**src/rtl/l2_arbiter.sv**
```systemverilog
// l2_arbiter: shares one unified L2 port between the L1 I-cache and L1 D-cache.
// One requester is granted at a time; the grant is held until the L2 returns
// resp, and the arbiter then always passes through one IDLE cycle before the
// next grant (bus turnaround).
// Optional feature: define L2_ARB_ROUND_ROBIN_EN to break I/D ties in favour of
// the requester not served last; otherwise D always wins a tie.
module l2_arbiter #(
   parameter int unsigned ADDR_W = 16,
   parameter int unsigned LINE_W = 128
) (
   input  logic              clk,
   input  logic              rst_n,
   // I-cache side
   input  logic              i_read,
   input  logic [ADDR_W-1:0] i_addr,
   output logic              i_resp,
   output logic [LINE_W-1:0] i_rdata,
   // D-cache side
   input  logic              d_read,
   input  logic              d_write,
   input  logic [ADDR_W-1:0] d_addr,
   input  logic [LINE_W-1:0] d_wdata,
   output logic              d_resp,
   output logic [LINE_W-1:0] d_rdata,
   // L2 side
   output logic              l2_read,
   output logic              l2_write,
   output logic [ADDR_W-1:0] l2_addr,
   output logic [LINE_W-1:0] l2_wdata,
   input  logic              l2_resp,
   input  logic [LINE_W-1:0] l2_rdata,
   output logic [1:0]        grant
);

   typedef enum logic [1:0] {StIdle, StGntI, StGntD} state_e;

   state_e              state_q, state_d;
   logic [LINE_W-1:0]   i_rdata_q, d_rdata_q;
   logic                i_pend, d_pend;
   logic                d_wins_tie;

   assign i_pend = i_read;
   assign d_pend = d_read | d_write;

`ifdef L2_ARB_ROUND_ROBIN_EN
   // 1 when D completed the most recent transaction; resets to I.
   logic last_d_q;

   // Record which requester completed the most recent L2 transaction.
   always_ff @(posedge clk or negedge rst_n) begin
      if (!rst_n) begin
         last_d_q <= 1'b0;
      end else if (l2_resp && (state_q != StIdle)) begin
         last_d_q <= (state_q == StGntD);
      end
   end

   assign d_wins_tie = ~last_d_q;
`else
   assign d_wins_tie = 1'b1;
`endif

   // State register.
   always_ff @(posedge clk or negedge rst_n) begin
      if (!rst_n) begin
         state_q <= StIdle;
      end else begin
         state_q <= state_d;
      end
   end

   // Next-state: arbitrate only from IDLE, leave a grant only on l2_resp.
   always_comb begin
      state_d = state_q;
      unique case (state_q)
         StIdle: begin
            if (d_pend && i_pend) begin
               state_d = d_wins_tie ? StGntD : StGntI;
            end else if (d_pend) begin
               state_d = StGntD;
            end else if (i_pend) begin
               state_d = StGntI;
            end
         end
         StGntI, StGntD: begin
            if (l2_resp) begin
               state_d = StIdle;
            end
         end
         default: state_d = StIdle;
      endcase
   end

   // L2 request muxing and response routing to the granted requester.
   always_comb begin
      grant    = 2'b00;
      l2_read  = 1'b0;
      l2_write = 1'b0;
      l2_addr  = '0;
      l2_wdata = '0;
      i_resp   = 1'b0;
      d_resp   = 1'b0;
      unique case (state_q)
         StGntI: begin
            grant   = 2'b01;
            l2_read = i_read;
            l2_addr = i_addr;
            i_resp  = l2_resp;
         end
         StGntD: begin
            grant    = 2'b10;
            // A simultaneous read and write is treated as a write.
            l2_read  = d_read & ~d_write;
            l2_write = d_write;
            l2_addr  = d_addr;
            l2_wdata = d_wdata;
            d_resp   = l2_resp;
         end
         default: ;
      endcase
   end

   // Capture returned lines so each requester keeps its last line.
   always_ff @(posedge clk or negedge rst_n) begin
      if (!rst_n) begin
         i_rdata_q <= '0;
         d_rdata_q <= '0;
      end else begin
         if (i_resp) i_rdata_q <= l2_rdata;
         if (d_resp) d_rdata_q <= l2_rdata;
      end
   end

   // The line is also passed straight through in the resp cycle.
   assign i_rdata = i_resp ? l2_rdata : i_rdata_q;
   assign d_rdata = d_resp ? l2_rdata : d_rdata_q;

endmodule

```
**config.mk**
```make
export PLATFORM = sky130hd
export DESIGN_NAME = l2_arbiter
export DESIGN_NICKNAME = d
export VERILOG_FILES = /design/src/rtl/l2_arbiter.sv
export SDC_FILE = /design/constraint.sdc
export NUM_CORES = 1
export LEC_CHECK = 0
export ABC_AREA = 1
export CELL_PAD_IN_SITES_DETAIL_PLACEMENT = 0
export CELL_PAD_IN_SITES_GLOBAL_PLACEMENT = 1
export CORE_AREA = 10 10 262 264
export DETAILED_ROUTE_END_ITERATION = 8
export DIE_AREA = 0 0 272 274
export PLACE_DENSITY = 0.64
export SETUP_SLACK_MARGIN = 0.1
export SLEW_MARGIN = 20
export SYNTH_ARGS = -nofsm -noshare
export SYNTH_HDL_FRONTEND = slang
export SYNTH_SLANG_ARGS = --single-unit
```
**constraint.sdc**
```tcl
create_clock -name clk -period 2.15 [get_ports clk]
set_clock_uncertainty 0.1 [all_clocks]
set_input_delay 0.43 -clock clk [delete_from_list [all_inputs] [get_ports clk]]
set_output_delay 0.43 -clock clk [all_outputs]
set_load 0.02 [all_outputs]
```
==> impl_metrics.toml <==
[die]
num_io_pins = 700
die_h_um = 274
rows = 93
start_util_pct = 18.0
die_w_um = 272
dieArea_um2 = 74500
core-area_um2 = 63600

[setup_path]
start_kind = "flop"
cp_max_fo = 8
arrival_ns = 2.23
critPathCaptureType = "output port"
critPathKind = "reg2out"
required_ns = 1.62

[cts]
htreeDepth = 1
clockBufferDepth = 3
numCtsBuffers = 31
clk_pin_slew_ns = 0.06
cts_tree = "built"
cts_sinks = 258
clock-root-buffer = "clkbuf_16"
clk_latency_ns = 0.57

[layout]
drive_above_1_share_pct = 33.3
fin_cells = 3085
nNetsFinal = 2500
area_growth_pct = 92.2

[drt]
drt_iter0_drc = 524
first_pass_iters = 7
wl_um = 58300
drc = 0
dr_total_vias = 11800
routedWlPerCell_um = 18.9
via_per_inst = 3.83
postRouteAntennaNets = 0

[yosys]
ys_ff_latch = 258
yosys_warnings = 0
yosysSeqAreaShare_pct = 56.3
syn_avg_cell_area_um2 = 8.77
synth_fp_nets = 1606
syn-instance-count = 1307
synth_area_um2 = 11500
synth.distinct_cells = 19

[power_and_ir_drop]
pwr-share-seq_pct = 23.3
p_int_uw = 18700
p_sw_uw = 13900
finalPower_uw = 32600
combPwrFrac_pct = 60.1
pwr-share-clk_pct = 16.6
power.density_nw_per_um2 = 1480
leakage_uw = 0.0119
irDropWorstVdd_mv = 0.594
switching_share_pct = 42.7

[global_route]
grt-ovfl-total = 0
track_usage_pct = 14.6
grt_pass1_wl_um = 82400
grt_pass1_vias = 12600
antenna_found_initial = 7
grt_max_degree = 56

[timing]
hold_viol = 0
post-route-period-util_pct = 129
rsz0062_at_grt = "yes"
layout_min_cycle_time_ns = 2.76
drv_slew = 0
fmax_mhz = 362
setup_viol = 406
worstMarginPinSlew_ns = 0.482
slew-limit-headroom_pct = 67.8
layout_setup_ws_ns = -0.614

[status]
status = "finished, violations left"
violations = "setup timing"

[worst_hold_path]
hold_class = "in2async"

[place]
place_congestion = 0.853
dpl.cell_count = 3002
dp_hpwl_um = 47300
port_buffers = 699

[job]
drv_cap = 0
final timing paths:
check,from,endpoint,slack [ns],cells past startpoint
worst max-delay path,state_q[0],d_rdata[64],-0.61,8
worst min-delay path,rst_n,d_rdata_q[89],0.27,2
worst max register to register,state_q[0],d_rdata_q[44],0.36,9
worst min register to register,d_rdata_q[109],d_rdata_q[109],0.37,2
max in group asynchronous,rst_n,d_rdata_q[9],0.96,3
min in group clk,l2_rdata[109],d_rdata_q[109],0.34,3
per-layer routing:
layer,vias to the layer above,global-route usage [%],wire length [µm]
met3,71,5.51,5140
met4,4,5.28,2090
met1,5515,14.7,20500
li1,5760,-,-
met5,-,0,23
met2,458,26.9,30500
area by class of cell:
| cell class | instances | area [µm²] |
|---|---|---|
| antenna | 4 | 10.0 |
| clock buffer | 46 | 942 |
| clock inverter | 12 | 119 |
| fill | 6678 | 41600 |
| inverter | 264 | 992 |
| multi-input combinational | 710 | 3770 |
| sequential | 258 | 6460 |
| tap | 855 | 1070 |
| timing repair buffer | 936 | 8680 |
through the flow:
step / TNS, ns / utilization (%) / instance area (µm²) / hold WS, ns / worst slack, ns
after global placement: -221.45 / 32.8 / 20900 / 0.297 / -0.905
after floorplan: 0 / - / 11500 / 0.0344 / 0.0910
final: -189.41 / 34.6 / 22000 / 0.270 / -0.614
after detailed placement: -221.03 / 32.8 / 20900 / 0.302 / -0.866
after CTS: -250.29 / 34.2 / 21700 / 0.259 / -0.757
after global routing: -245.65 / 34.6 / 22000 / 0.280 / -0.756
synth_stat cells, drive strengths merged:
library cell,count,area share [%]
a21oi,17,0.74
buf,71,5.4
clkbuf,4,0.13
clkinv,1,0.033
dfrtp,258,56
ha,5,0.55
inv,263,8.6
nand2,427,14
nand3b,2,0.13
nand4,1,0.055
nor2,2,0.065
o21ai,256,14
sequential cells by signal, indices dropped and copies added (netlist names):
register / count
d_rdata_q: 128
i_rdata_q: 128
state_q: 2
cells in the final DEF, fill, tap and decap left out, types with 4 or more instances in the layout:
master / count
nand2_2: 9
buf_2: 34
diode_2: 4
clkinv_2: 8
clkbuf_8: 11
buf_6: 62
dfrtp_1: 257
nand2_1: 415
clkdlybuf4s15_2: 5
clkbuf_1: 4
o21ai_2: 94
clkbuf_2: 40
dlygate4sd2_1: 91
buf_12: 46
inv_1: 261
o21ai_4: 22
clkbuf_16: 36
o21ai_0: 20
clkdlybuf4s50_1: 295
o21ai_1: 120
buf_4: 350
a21oi_1: 13
power by group through the flow:
stage,Sequential (µW),Clock [µW],Combinational [µW]
6_report,7590,5400,19600
4_1_cts,7580,5600,18900
3_3_place_gp,7590,0,20000
2_1_floorplan,7490,0,8830
5_1_grt,7800,5780,20900
3_5_place_dp,7650,0,20100
worst max-delay path: stages (launching register included):
cell and delay (ns):
dfrtp_2 0.44, inv_2 0.10, ha_4 0.19, nand2_8 0.13
buf_16 0.18, buf_12 0.15, clkbuf_16 0.17, o21ai_2 0.15
buf_6 0.14
kinds of logic (layout without fill, tap and decap cells):
family / after synthesis / after routing / share of synthesized area (%)
other: 0 / 4 / 0
adder cells (fa/ha/maj): 5 / 5 / 0.545
AND/OR/NAND/NOR: 432 / 432 / 14.3
buffers and inverters: 339 / 1258 / 14.2
flip-flops: 258 / 258 / 56.3
AO/OA/AOI/OAI: 273 / 273 / 14.7
repair_timing:
action | CTS | global route
endpoints found under the hold margin | 42 | 0
buffers inserted | 2 | 13
endpoints found under the setup margin | 406 | 406
pin swaps | 1 | 4
cloned | 0 | 6
resized for setup | 814 | 521
hold buffers | 1 | 0
Note: power is estimated with default switching activity, not from simulation.
==> variant: new RTL, same flow settings <==
Add a define of `L2_ARB_ROUND_ROBIN_EN`.
--- a/src/rtl/l2_arbiter.sv
+++ b/src/rtl/l2_arbiter.sv
@@ -6,2 +6,4 @@
 // the requester not served last; otherwise D always wins a tie.
+`define L2_ARB_ROUND_ROBIN_EN
+
 module l2_arbiter #(
Formal check against the unedited RTL: not equivalent (Yosys sat finds a counterexample within 4 cycles, from zero or initial values and one cycle with rst_n low).
==> variant against the unedited design <==
Wire length rose by 11%. Utilization grew 7.2 points. Design area grew 21%. Total power rose by 22%. Worst setup slack gained 0.074 ns. Critical endpoint is now l2_wdata[120]. Combinational power is 34% higher. Sequential share of layout area shrank 5.0 points. Global-route usage grew 0.40 points. Synthesized area down 3.8%. Maximum frequency is 2.8% higher. Count of clock-buffer cells in the layout is 7 higher. The run still ends with setup timing left. Sequential cell count grew 1. Non-clock buffer count up 77.
==> variant: results (changes against the unedited design) <==
| Step | Quantity | This run | vs unedited |
|---|---|---|---|
| layout | Post-layout net count | 2,598 | +3.9% |
| layout | Fraction of final layout cells with drive strength greater than 1 | 55.3% | +22 points |
| logic synthesis | Count of cell types in the netlist | 17 | -2 |
| global routing | Total routing usage reported by global routing | 14.9% | +0.40 points |
| worst setup path | FF-to-FF Start | state_q[1] |  |
| timing | Minimum hold slack | 0.347 ns | +0.0773 ns |
| timing | Final TNS setup | -156.37 ns | +33.04 ns |
| placed design | Setup slack after placement | -0.876 ns | -0.00995 ns |
| cts | Clock buffer count from CTS | 34 | +9.7% |
| detailed routing | Number of iterations in the first detailed-routing pass | 5 | -2 |
| layout | Share of the core filled with cells in the final layout | 41.9% | +7.2 points |
| timing | Final critical-path setup slack | -0.539 ns | +0.0742 ns |
| timing | Total of endpoints with negative setup slack in the final report | 405 | -0.25% |
| global routing | Antenna violations before repair | 4 | -3 |
| cts | H-tree lvl count | 2 | +1 |
| timing | Measured slew at the worst slew-check pin | 0.523 ns | +0.0409 ns |
| status | Violated checks | setup timing |  |
| worst setup path | Depth of the worst register-to-register path | 10 | +1 |
| placed design | Final RePlAce weighted congestion | 0.887 | +4.0% |
| placed design | Count of placed standard cells including taps | 2,965 | -1.2% |
| detailed routing | Detailed router's first-iteration violation count | 513 | -2.1% |
| worst setup path | R2r setup slk | 0.26 ns | -0.10 ns |
| placed design | Area post-placement | 0.0210 mm² | +0.43% |
| detailed routing | Total routed wirelength | 64,900 µm | +11% |
| logic synthesis | Gate count of the mapped netlist | 1,320 | +0.99% |
| placed design | Final HPWL DP | 46,700 µm | -1.2% |
| layout | Non-filler cells, final | 3,182 | +3.1% |
| global routing | Wire length of the first global-routing pass | 84,300 µm | +2.3% |
| detailed routing | Via Count | 12,500 | +5.7% |
| global routing | Largest net degree at the start of global routing | 57 | +1.8% |
| cts | Post-cts repair resize count | 1,182 | +45% |
| logic synthesis | Most area-consuming cells after synthesis | dfrtp_1 59%, nand2_1 15%, o21ai_1 10% |  |
| logic synthesis | Cell types with the highest counts after synthesis | 429 x nand2_1, 266 x inv_1, 259 x dfrtp_1 |  |
| power and ir drop | Largest vdd supply drop | 0.000898 V | +51% |
| worst setup path | Worst Setup EP | l2_wdata[120] |  |
| worst setup path | Reg2Reg Capture Point | i_rdata_q[101] |  |
| status | Result of the run | finished with violations |  |
| logic synthesis | Sequential fraction of the synthesis area | 58.7% | +2.4 points |
| logic synthesis | Nets in the synthesized netlist | 1,619 | +0.81% |
| cts | Clock Latency Late Sink | 0.53 ns | -0.04 ns |
| logic synthesis | Synthesis Warnings | 0 | unchanged |
variant: cell types whose count changed after synthesis, moves of 4 or more:
cell / delta
nand2_1: +4
buf_4: -8
o21ai_2: -85
o21ai_1: +85
clkbuf_1: +4
buf_2: +29
buf_6: -24
variant: critical path, stage by stage, from the launching register on:
cell and delay, ns:
dfrtp_1 0.39, buf_6 0.13, ha_4 0.19, buf_12 0.14, buf_12 0.14, buf_12 0.13, clkbuf_16 0.15, buf_6 0.11
nand2_2 0.05, inv_2 0.04, buf_6 0.12
variant: layout make-up:
cell class	count	area share, %
clock buffer	53	3.84
inverter	267	3.81
clock inverter	7	0.239
timing repair buffer	1013	40.7
sequential	259	24.3
multi-input combinational	724	23.0
antenna	4	0.0376
tap	855	4.01
variant: kinds of logic (layout without fill, tap and decap cells):
| kind of cell | count (synthesis) | after routing | synth area share (%) |
|---|---|---|---|
| and+or+nand+nor | 436 | 442 | 14.9 |
| buffers and inverters | 343 | 1340 | 13.3 |
| AOI/OAI and AO/OA | 277 | 277 | 12.6 |
| DFF | 259 | 259 | 58.7 |
| adders and majority gates | 5 | 5 | 0.567 |
| other | 0 | 4 | 0 |
variant: per-layer routing:
layer	part of all wire, %	vias up	wire [µm]	global-route usage [%]
li1	-	5960	-	-
met1	40	6073	26200	17.4
met4	2.2	0	1430	4.50
met2	51	372	33000	25.7
met3	6.6	77	4260	4.96
met5	0	-	0	0
variant: where the power goes:
part           total, µW  internal (µW)  switching (µW)
registers           7900           7080             829
clock network       5540           3300            2240
logic              26300          12600           13700
total              39800          23000           16700
